<file path="src/rtl/uart_rx_cfg_pkg.sv">
// Shared types for the configurable UART receiver.
//   rx_state_e     : receiver FSM states
//   PAR_*          : parity-mode encodings of cfg_parity (3 also means none)
//   frame_status_t : per-word status flags
//   clamp_data_bits: maps an out-of-range data-bit request to the maximum width
package uart_pkg;

  typedef enum logic [2:0] {
    IDLE   = 3'd0,
    START  = 3'd1,
    DATA   = 3'd2,
    PARITY = 3'd3,
    STOP   = 3'd4
  } rx_state_e;

  localparam logic [1:0] PAR_NONE = 2'd0;
  localparam logic [1:0] PAR_EVEN = 2'd1;
  localparam logic [1:0] PAR_ODD  = 2'd2;

  typedef struct packed {
    logic parity_err;
    logic frame_err;
    logic break_det;
  } frame_status_t;

  function automatic logic [3:0] clamp_data_bits(input logic [3:0] req,
                                                 input logic [3:0] max_bits);
    if (req < 4'd5 || req > max_bits) return max_bits;
    return req;
  endfunction

endpackage

</file>
<file path="src/rtl/uart_rx_cfg_sampler.sv">
// Line front end for the UART receiver.
//   clk, rx_rst : clock, asynchronous active-high reset
//   rx          : raw serial line (asynchronous)
//   s_tick      : oversample strobe
//   rx_s        : rx after a 2-flop synchroniser
//   vote        : majority of the last three rx_s samples taken on s_tick
module uart_rx_sampler (
  input  logic clk,
  input  logic rx_rst,
  input  logic rx,
  input  logic s_tick,
  output logic rx_s,
  output logic vote
);

  logic [1:0] sync_q;
  logic [2:0] hist_q;

  // Idle line level is 1, so both stages and the history reset high.
  always_ff @(posedge clk or posedge rx_rst) begin
    if (rx_rst) begin
      sync_q <= 2'b11;
      hist_q <= 3'b111;
    end else begin
      sync_q <= {sync_q[0], rx};
      if (s_tick) hist_q <= {hist_q[1:0], sync_q[1]};
    end
  end

  assign rx_s = sync_q[1];
  assign vote = (hist_q[0] & hist_q[1]) | (hist_q[0] & hist_q[2]) | (hist_q[1] & hist_q[2]);

endmodule

</file>
<file path="src/rtl/uart_rx_cfg.sv">
// Configurable oversampled UART receiver with a one-word holding register.
//   clk, rx_rst      : clock, asynchronous active-high reset
//   rx_en            : receiver enable (low aborts any frame in progress)
//   rx, s_tick       : serial line, oversample strobe
//   cfg_data_bits/cfg_parity/cfg_stop2 : frame format, latched at start detect
//   dout, dout_valid, dout_ready       : received word handshake
//   parity_err, frame_err, break_det   : status of the held word
//   overrun_err      : one-clk pulse when a finished frame is dropped
//   rx_busy          : FSM not idle
//   dbg_state        : current FSM state encoding
//
// Handshake: a word is transferred on any clk where dout_valid and dout_ready
// are both 1. dout and the status flags are stable while dout_valid is 1 and
// keep their values after the transfer until the next word is loaded. A frame
// finishing in the same clk as a transfer is loaded without loss.
module uart_rx_cfg #(
  parameter int DATAWIDTH  = 8,
  parameter int OVERSAMPLE = 16
) (
  input  logic                 clk,
  input  logic                 rx_rst,
  input  logic                 rx_en,
  input  logic                 rx,
  input  logic                 s_tick,
  input  logic [3:0]           cfg_data_bits,
  input  logic [1:0]           cfg_parity,
  input  logic                 cfg_stop2,
  output logic [DATAWIDTH-1:0] dout,
  output logic                 dout_valid,
  input  logic                 dout_ready,
  output logic                 parity_err,
  output logic                 frame_err,
  output logic                 break_det,
  output logic                 overrun_err,
  output logic                 rx_busy,
  output logic [2:0]           dbg_state
);
  import uart_pkg::*;

  localparam int              SW     = $clog2(OVERSAMPLE);
  localparam logic [SW-1:0]   S_LAST = SW'(OVERSAMPLE - 1);
  localparam logic [SW-1:0]   S_MID  = SW'(OVERSAMPLE / 2 + 1);
  localparam logic [3:0]      MAXB   = 4'(DATAWIDTH);

  logic rx_s, vote;

  uart_rx_sampler u_sampler (
    .clk    (clk),
    .rx_rst (rx_rst),
    .rx     (rx),
    .s_tick (s_tick),
    .rx_s   (rx_s),
    .vote   (vote)
  );

  rx_state_e            state_q, state_d;
  logic [SW-1:0]        s_cnt_q, s_cnt_d;
  logic [3:0]           bit_cnt_q, bit_cnt_d;
  logic [DATAWIDTH-1:0] data_q, data_d;
  logic [3:0]           nbits_q, nbits_d;
  logic [1:0]           par_q, par_d;
  logic                 stop2_q, stop2_d;
  logic                 bit_q, bit_d;          // voted level of the current bit
  logic                 mid_q, mid_d;          // history holds the mid-bit samples
  logic                 par_zero_q, par_zero_d;
  logic                 done_q, done_d;        // frame committed, waiting for line high
  frame_status_t        pend_q, pend_d;
  logic [DATAWIDTH-1:0] dout_q, dout_d;
  frame_status_t        flags_q, flags_d;
  logic                 valid_q, valid_d;
  logic                 ovr_q, ovr_d;
  logic                 commit, load, in_bit, bit_end, par_en;

  assign in_bit  = (state_q != IDLE) && !done_q;
  assign bit_end = in_bit && s_tick && (s_cnt_q == S_LAST);
  assign par_en  = (par_q == PAR_EVEN) || (par_q == PAR_ODD);

  always_comb begin
    state_d    = state_q;
    s_cnt_d    = s_cnt_q;
    bit_cnt_d  = bit_cnt_q;
    data_d     = data_q;
    nbits_d    = nbits_q;
    par_d      = par_q;
    stop2_d    = stop2_q;
    bit_d      = bit_q;
    mid_d      = 1'b0;
    par_zero_d = par_zero_q;
    pend_d     = pend_q;
    done_d     = done_q;
    commit     = 1'b0;

    if (in_bit && s_tick) begin
      s_cnt_d = bit_end ? '0 : s_cnt_q + SW'(1);
      mid_d   = (s_cnt_q == S_MID);
    end
    if (in_bit && mid_q) bit_d = vote;

    if (!rx_en) begin
      state_d   = IDLE;
      done_d    = 1'b0;
      s_cnt_d   = '0;
      bit_cnt_d = '0;
    end else begin
      case (state_q)
        IDLE: begin
          // Start detection is level based and does not wait for a tick.
          if (!rx_s) begin
            state_d    = START;
            s_cnt_d    = '0;
            bit_cnt_d  = '0;
            data_d     = '0;
            nbits_d    = clamp_data_bits(cfg_data_bits, MAXB);
            par_d      = cfg_parity;
            stop2_d    = cfg_stop2;
            pend_d     = '0;
            par_zero_d = 1'b1;
          end
        end
        START: begin
          if (mid_q && vote) begin
            state_d = IDLE;
            s_cnt_d = '0;
          end else if (bit_end) begin
            state_d = DATA;
          end
        end
        DATA: begin
          if (bit_end) begin
            // Insert at the top of the active field so the first bit ends at bit 0.
            data_d = (data_q >> 1) | (DATAWIDTH'(bit_q) << (nbits_q - 4'd1));
            if (bit_cnt_q == nbits_q - 4'd1) begin
              bit_cnt_d = '0;
              state_d   = par_en ? PARITY : STOP;
            end else begin
              bit_cnt_d = bit_cnt_q + 4'd1;
            end
          end
        end
        PARITY: begin
          if (bit_end) begin
            if (bit_q != ((^data_q) ^ (par_q == PAR_ODD))) pend_d.parity_err = 1'b1;
            par_zero_d = !bit_q;
            state_d    = STOP;
          end
        end
        STOP: begin
          if (done_q) begin
            // A held-low line must rise before a new start bit is accepted.
            if (rx_s) begin
              state_d = IDLE;
              done_d  = 1'b0;
            end
          end else if (bit_end) begin
            if (!bit_q) pend_d.frame_err = 1'b1;
            if (bit_cnt_q == 4'd0 && !bit_q && data_q == '0 && par_zero_q)
              pend_d.break_det = 1'b1;
            if (bit_cnt_q == 4'd0 && stop2_q) begin
              bit_cnt_d = 4'd1;
            end else begin
              commit    = 1'b1;
              done_d    = 1'b1;
              bit_cnt_d = '0;
            end
          end
        end
        default: state_d = IDLE;
      endcase
    end
  end

  // Holding register: load on commit if empty or being drained this clk,
  // otherwise the finished frame is dropped and flagged.
  always_comb begin
    load    = commit && (!valid_q || dout_ready);
    dout_d  = dout_q;
    flags_d = flags_q;
    valid_d = valid_q;
    ovr_d   = 1'b0;
    if (load) begin
      dout_d  = data_q;
      flags_d = pend_d;
      valid_d = 1'b1;
    end else if (commit) begin
      ovr_d = 1'b1;
    end else if (valid_q && dout_ready) begin
      valid_d = 1'b0;
    end
  end

  always_ff @(posedge clk or posedge rx_rst) begin
    if (rx_rst) begin
      state_q    <= IDLE;
      s_cnt_q    <= '0;
      bit_cnt_q  <= '0;
      data_q     <= '0;
      nbits_q    <= '0;
      par_q      <= '0;
      stop2_q    <= 1'b0;
      bit_q      <= 1'b0;
      mid_q      <= 1'b0;
      par_zero_q <= 1'b0;
      done_q     <= 1'b0;
      pend_q     <= '0;
      dout_q     <= '0;
      flags_q    <= '0;
      valid_q    <= 1'b0;
      ovr_q      <= 1'b0;
    end else begin
      state_q    <= state_d;
      s_cnt_q    <= s_cnt_d;
      bit_cnt_q  <= bit_cnt_d;
      data_q     <= data_d;
      nbits_q    <= nbits_d;
      par_q      <= par_d;
      stop2_q    <= stop2_d;
      bit_q      <= bit_d;
      mid_q      <= mid_d;
      par_zero_q <= par_zero_d;
      done_q     <= done_d;
      pend_q     <= pend_d;
      dout_q     <= dout_d;
      flags_q    <= flags_d;
      valid_q    <= valid_d;
      ovr_q      <= ovr_d;
    end
  end

  assign dout        = dout_q;
  assign dout_valid  = valid_q;
  assign parity_err  = flags_q.parity_err;
  assign frame_err   = flags_q.frame_err;
  assign break_det   = flags_q.break_det;
  assign overrun_err = ovr_q;
  assign rx_busy     = (state_q != IDLE);
  assign dbg_state   = state_q;

endmodule

</file>
<file path="config.mk">
export PLATFORM = sky130hd
export DESIGN_NAME = uart_rx_cfg
export DESIGN_NICKNAME = d
export VERILOG_FILES = /design/src/rtl/uart_rx_cfg_pkg.sv /design/src/rtl/uart_rx_cfg_sampler.sv /design/src/rtl/uart_rx_cfg.sv
export SDC_FILE = /design/constraint.sdc
export NUM_CORES = 1
export LEC_CHECK = 0
export BUFFER_PORTS_ARGS = -buffer_cell sky130_fd_sc_hd__buf_2
export CORE_UTILIZATION = 25
export DETAILED_ROUTE_END_ITERATION = 7
export PLACE_DENSITY = 0.46
export SETUP_SLACK_MARGIN = 0.1
export SLEW_MARGIN = 10
export SYNTH_ARGS = -nofsm -noshare
export SYNTH_HDL_FRONTEND = slang
export SYNTH_SLANG_ARGS = --single-unit
export TNS_END_PERCENT = 100
</file>
<file path="constraint.sdc">
create_clock -name clk -period 2.9 [get_ports clk]
set_clock_uncertainty 0.15 [all_clocks]
set_input_delay 0 -clock clk [delete_from_list [all_inputs] [get_ports clk]]
set_output_delay 0 -clock clk [all_outputs]
set_load 0.01 [all_outputs]
</file>
==> flow_summary.ini <==
[clock_network]
cts_sinks = 51
cts_tree = built
clk_latency_ns = 0.30
path_clk_slew_ns = 0.09
cts-root-buf = clkbuf_8
clk_path_buf_depth = 2
numCtsBuffers = 5
cts.repair.resized = 0
htreeDepth = 2

[cells_and_area]
finalInstanceArea_um2 = 3180
post-route-util_pct = 31.9
drive_gt1_share_pct = 19.0
syn2layout_area_growth_pct = 21.6
final_nets = 333
diodes = 0
instances_no_fill = 444

[worst_setup_path]
rrSetupSlack_ns = 0.38
setup.worst_path.start_class = flip-flop
cp_max_fo = 9
required_ns = 2.98
arrival_ns = 2.60
r2r-end = dbg_state[1]$_DFFE_PP0P_
endpoint = dbg_state[1]$_DFFE_PP0P_
cp-startpoint = nbits_q[0]$_DFFE_PP0P_
rr_startpoint = nbits_q[0]$_DFFE_PP0P_
endpoint_kind = flip-flop
setup.worst_path.class = flip-flop to flip-flop
r2r_cells = 7

[placed_design]
hpwl_um = 4110
io_buffers = 29
dpl_cell_area_um2 = 2920
dpl.cell_count = 422
post-place-ws_ns = 0.388
place_congestion = 0.761

[sta]
rsz0062_at_grt = false
hold_ws_ns = 0.189
hold_violations = 0
max_freq_mhz = 396
slew_viol_final = 0
relSlewSlack_pct = 31.3
max_slew.worst_pin.slew_ns = 1.03
fin_ws_ns = 0.377
setup_violations = 0
tns_ns = 0
finalCritPeriodShare_pct = 87.0
period_minus_slack_ns = 2.52

[global_route]
use_met2_pct = 18.4
grtUsageTotal_pct = 11.3
use_met3_pct = 1.88
grt_pass1_wl_um = 9800
grt_pass1_vias = 1967
grt_antenna_before_repair = 0
grt.busiest_layer = met2
grt_overflow = 0
grt_max_degree = 49
met1_usage_pct = 15.1

[floorplanning]
die_h_um = 104
rows = 36
design.die.area_um2 = 10900
core_area_um2 = 9950
die_x_um = 104
start_util_pct = 26.2
boundaryPins = 30

[yosys]
ys.flop_type = dfrtp_1
syn-instance-count = 263
yosysSeqAreaShare_pct = 49.1
avgSynthCellArea_um2 = 9.93
synthArstFlopShare_pct = 100
yosysTopAreaCellShare_pct = 44.1
synthesis.area_um2 = 2610
ys_ff_latch = 51
synth_area_leaders = dfrtp_1, nand2_1, dfstp_2
synth_fp_nets = 286
synth_edf_count = 0
yosysWarnings = 0
synth.distinct_cells = 46
yosysTopAreaCell = dfrtp_1

[detailed_routing]
postRouteAntennaNets = 0
drtPass1Iterations = 4
vias_per_cell = 4.38
wl_per_cell_um = 12.7
drc_errors = 0
vias = 1945
finalWirelength_um = 5630
drt-initial-drc-count = 118

[power_and_ir_drop]
power_per_cell_area_nw_per_um2 = 680
p_total_mw = 2.16
leakage_nw = 1.43
irDropWorstVdd_mv = 0.179

[flow_run]
max_cap_violations = 0

[hold_path]
min_path_type = primary input to flip-flop

[outcome]
status = completed
## flip-flops by register name (all words and copies together), names as in the netlist, 2 cells and up
register and flops:
data_q 8, dout 8, bit_cnt_q 4, nbits_q 4, s_cnt_q 4, dbg_state 3, pend_q 3, u_sampler.hist_q 3
par_q 2, u_sampler.sync_q 2
## layout by cell type, fill, tap and decap left out, types with 3 or more instances in the layout
master,Yosys,final
buf_2,1,29
clkbuf_8,0,6
xnor2_1,9,9
buf_4,2,4
a211oi_1,3,3
mux2_2,5,5
a31oi_1,5,5
xor2_1,6,6
nand2b_1,4,4
nand2_1,41,41
o31ai_1,3,3
dfstp_2,5,5
nand3_1,6,6
dfrtp_1,46,46
o21ai_0,19,19
mux2_1,9,9
ha_1,10,10
nor3_1,4,4
nand4_1,3,3
a21oi_1,11,11
dlygate4sd3_1,0,14
nor2_1,18,18
inv_1,20,19
## worst min path at each step
stage	start	endpoint	slack [ns]	depth (start not counted)
3_3_place_gp	rx	u_sampler.sync_q[0]$_DFF_PP1_	-0.03	1
6_report	rx	u_sampler.sync_q[0]$_DFF_PP1_	0.19	2
4_1_cts	rx	u_sampler.sync_q[0]$_DFF_PP1_	0.18	2
3_5_place_dp	rx	u_sampler.sync_q[0]$_DFF_PP1_	-0.03	1
2_1_floorplan	rx	u_sampler.sync_q[0]$_DFF_PP1_	-0.15	0
5_1_grt	rx	u_sampler.sync_q[0]$_DFF_PP1_	0.19	2
## power by group
part / total, mW / switching (mW) / internal, mW
logic: 0.758 / 0.461 / 0.297
clock network: 0.515 / 0.236 / 0.280
registers: 0.886 / 0.0873 / 0.799
## final cells by class
cell class | instances | area, um2
Multi-Input combinational cell | 185 | 1220
Tap cell | 133 | 166
Clock inverter | 2 | 35.0
Clock buffer | 6 | 82.6
Timing Repair Buffer | 47 | 315
Inverter | 20 | 75.1
Sequential cell | 51 | 1280
Fill cell | 1028 | 6780
## per-layer routing
metal,part of all wire [%],vias up
li1,-,1002
met1,50,918
met2,47,21
met3,1.8,4
met4,1.1,0
met5,0,-
## worst max-delay path, cell delays in order, from the launching register on
cell and delay [ns]:
dfrtp_1 0.54, inv_1 0.11, ha_1 0.25, xnor2_1 0.39, xnor2_1 0.19, a41oi_2 0.24, nor3_1 0.36, mux2i_1 0.22
## repair_timing
item,4_1_cts,5_1_grt
endpoints found under the hold margin,65,0
hold buffers,14,0
setup buffers,0,0
## cell families after synthesis
| logic type | synth area share, % |
|---|---|
| flops | 49.1 |
| mux | 6.80 |
| fa+ha+maj | 5.17 |
| simple gates | 17.3 |
| xor+xnor | 5.03 |
| compound gates | 12.4 |
| buf+inv | 4.22 |
## cell usage after synthesis (2+ instances only)
cell,instances
clkbuf_1,4
nor2_1,18
dfstp_2,5
nor2b_1,2
mux2_1,9
a21oi_1,11
o21ai_0,19
inv_1,20
nand3_1,6
ha_1,10
xor2_1,6
a31oi_1,5
nand4_1,3
mux2i_1,2
buf_4,2
o31ai_1,3
xnor2_1,9
nor3_1,4
or3_1,2
nand2_1,41
a211oi_1,3
dfrtp_1,46
and2_1,2
nor3b_1,2
nand2b_1,4
mux2_2,5
No activity file was read; power rests on OpenSTA's default activity.
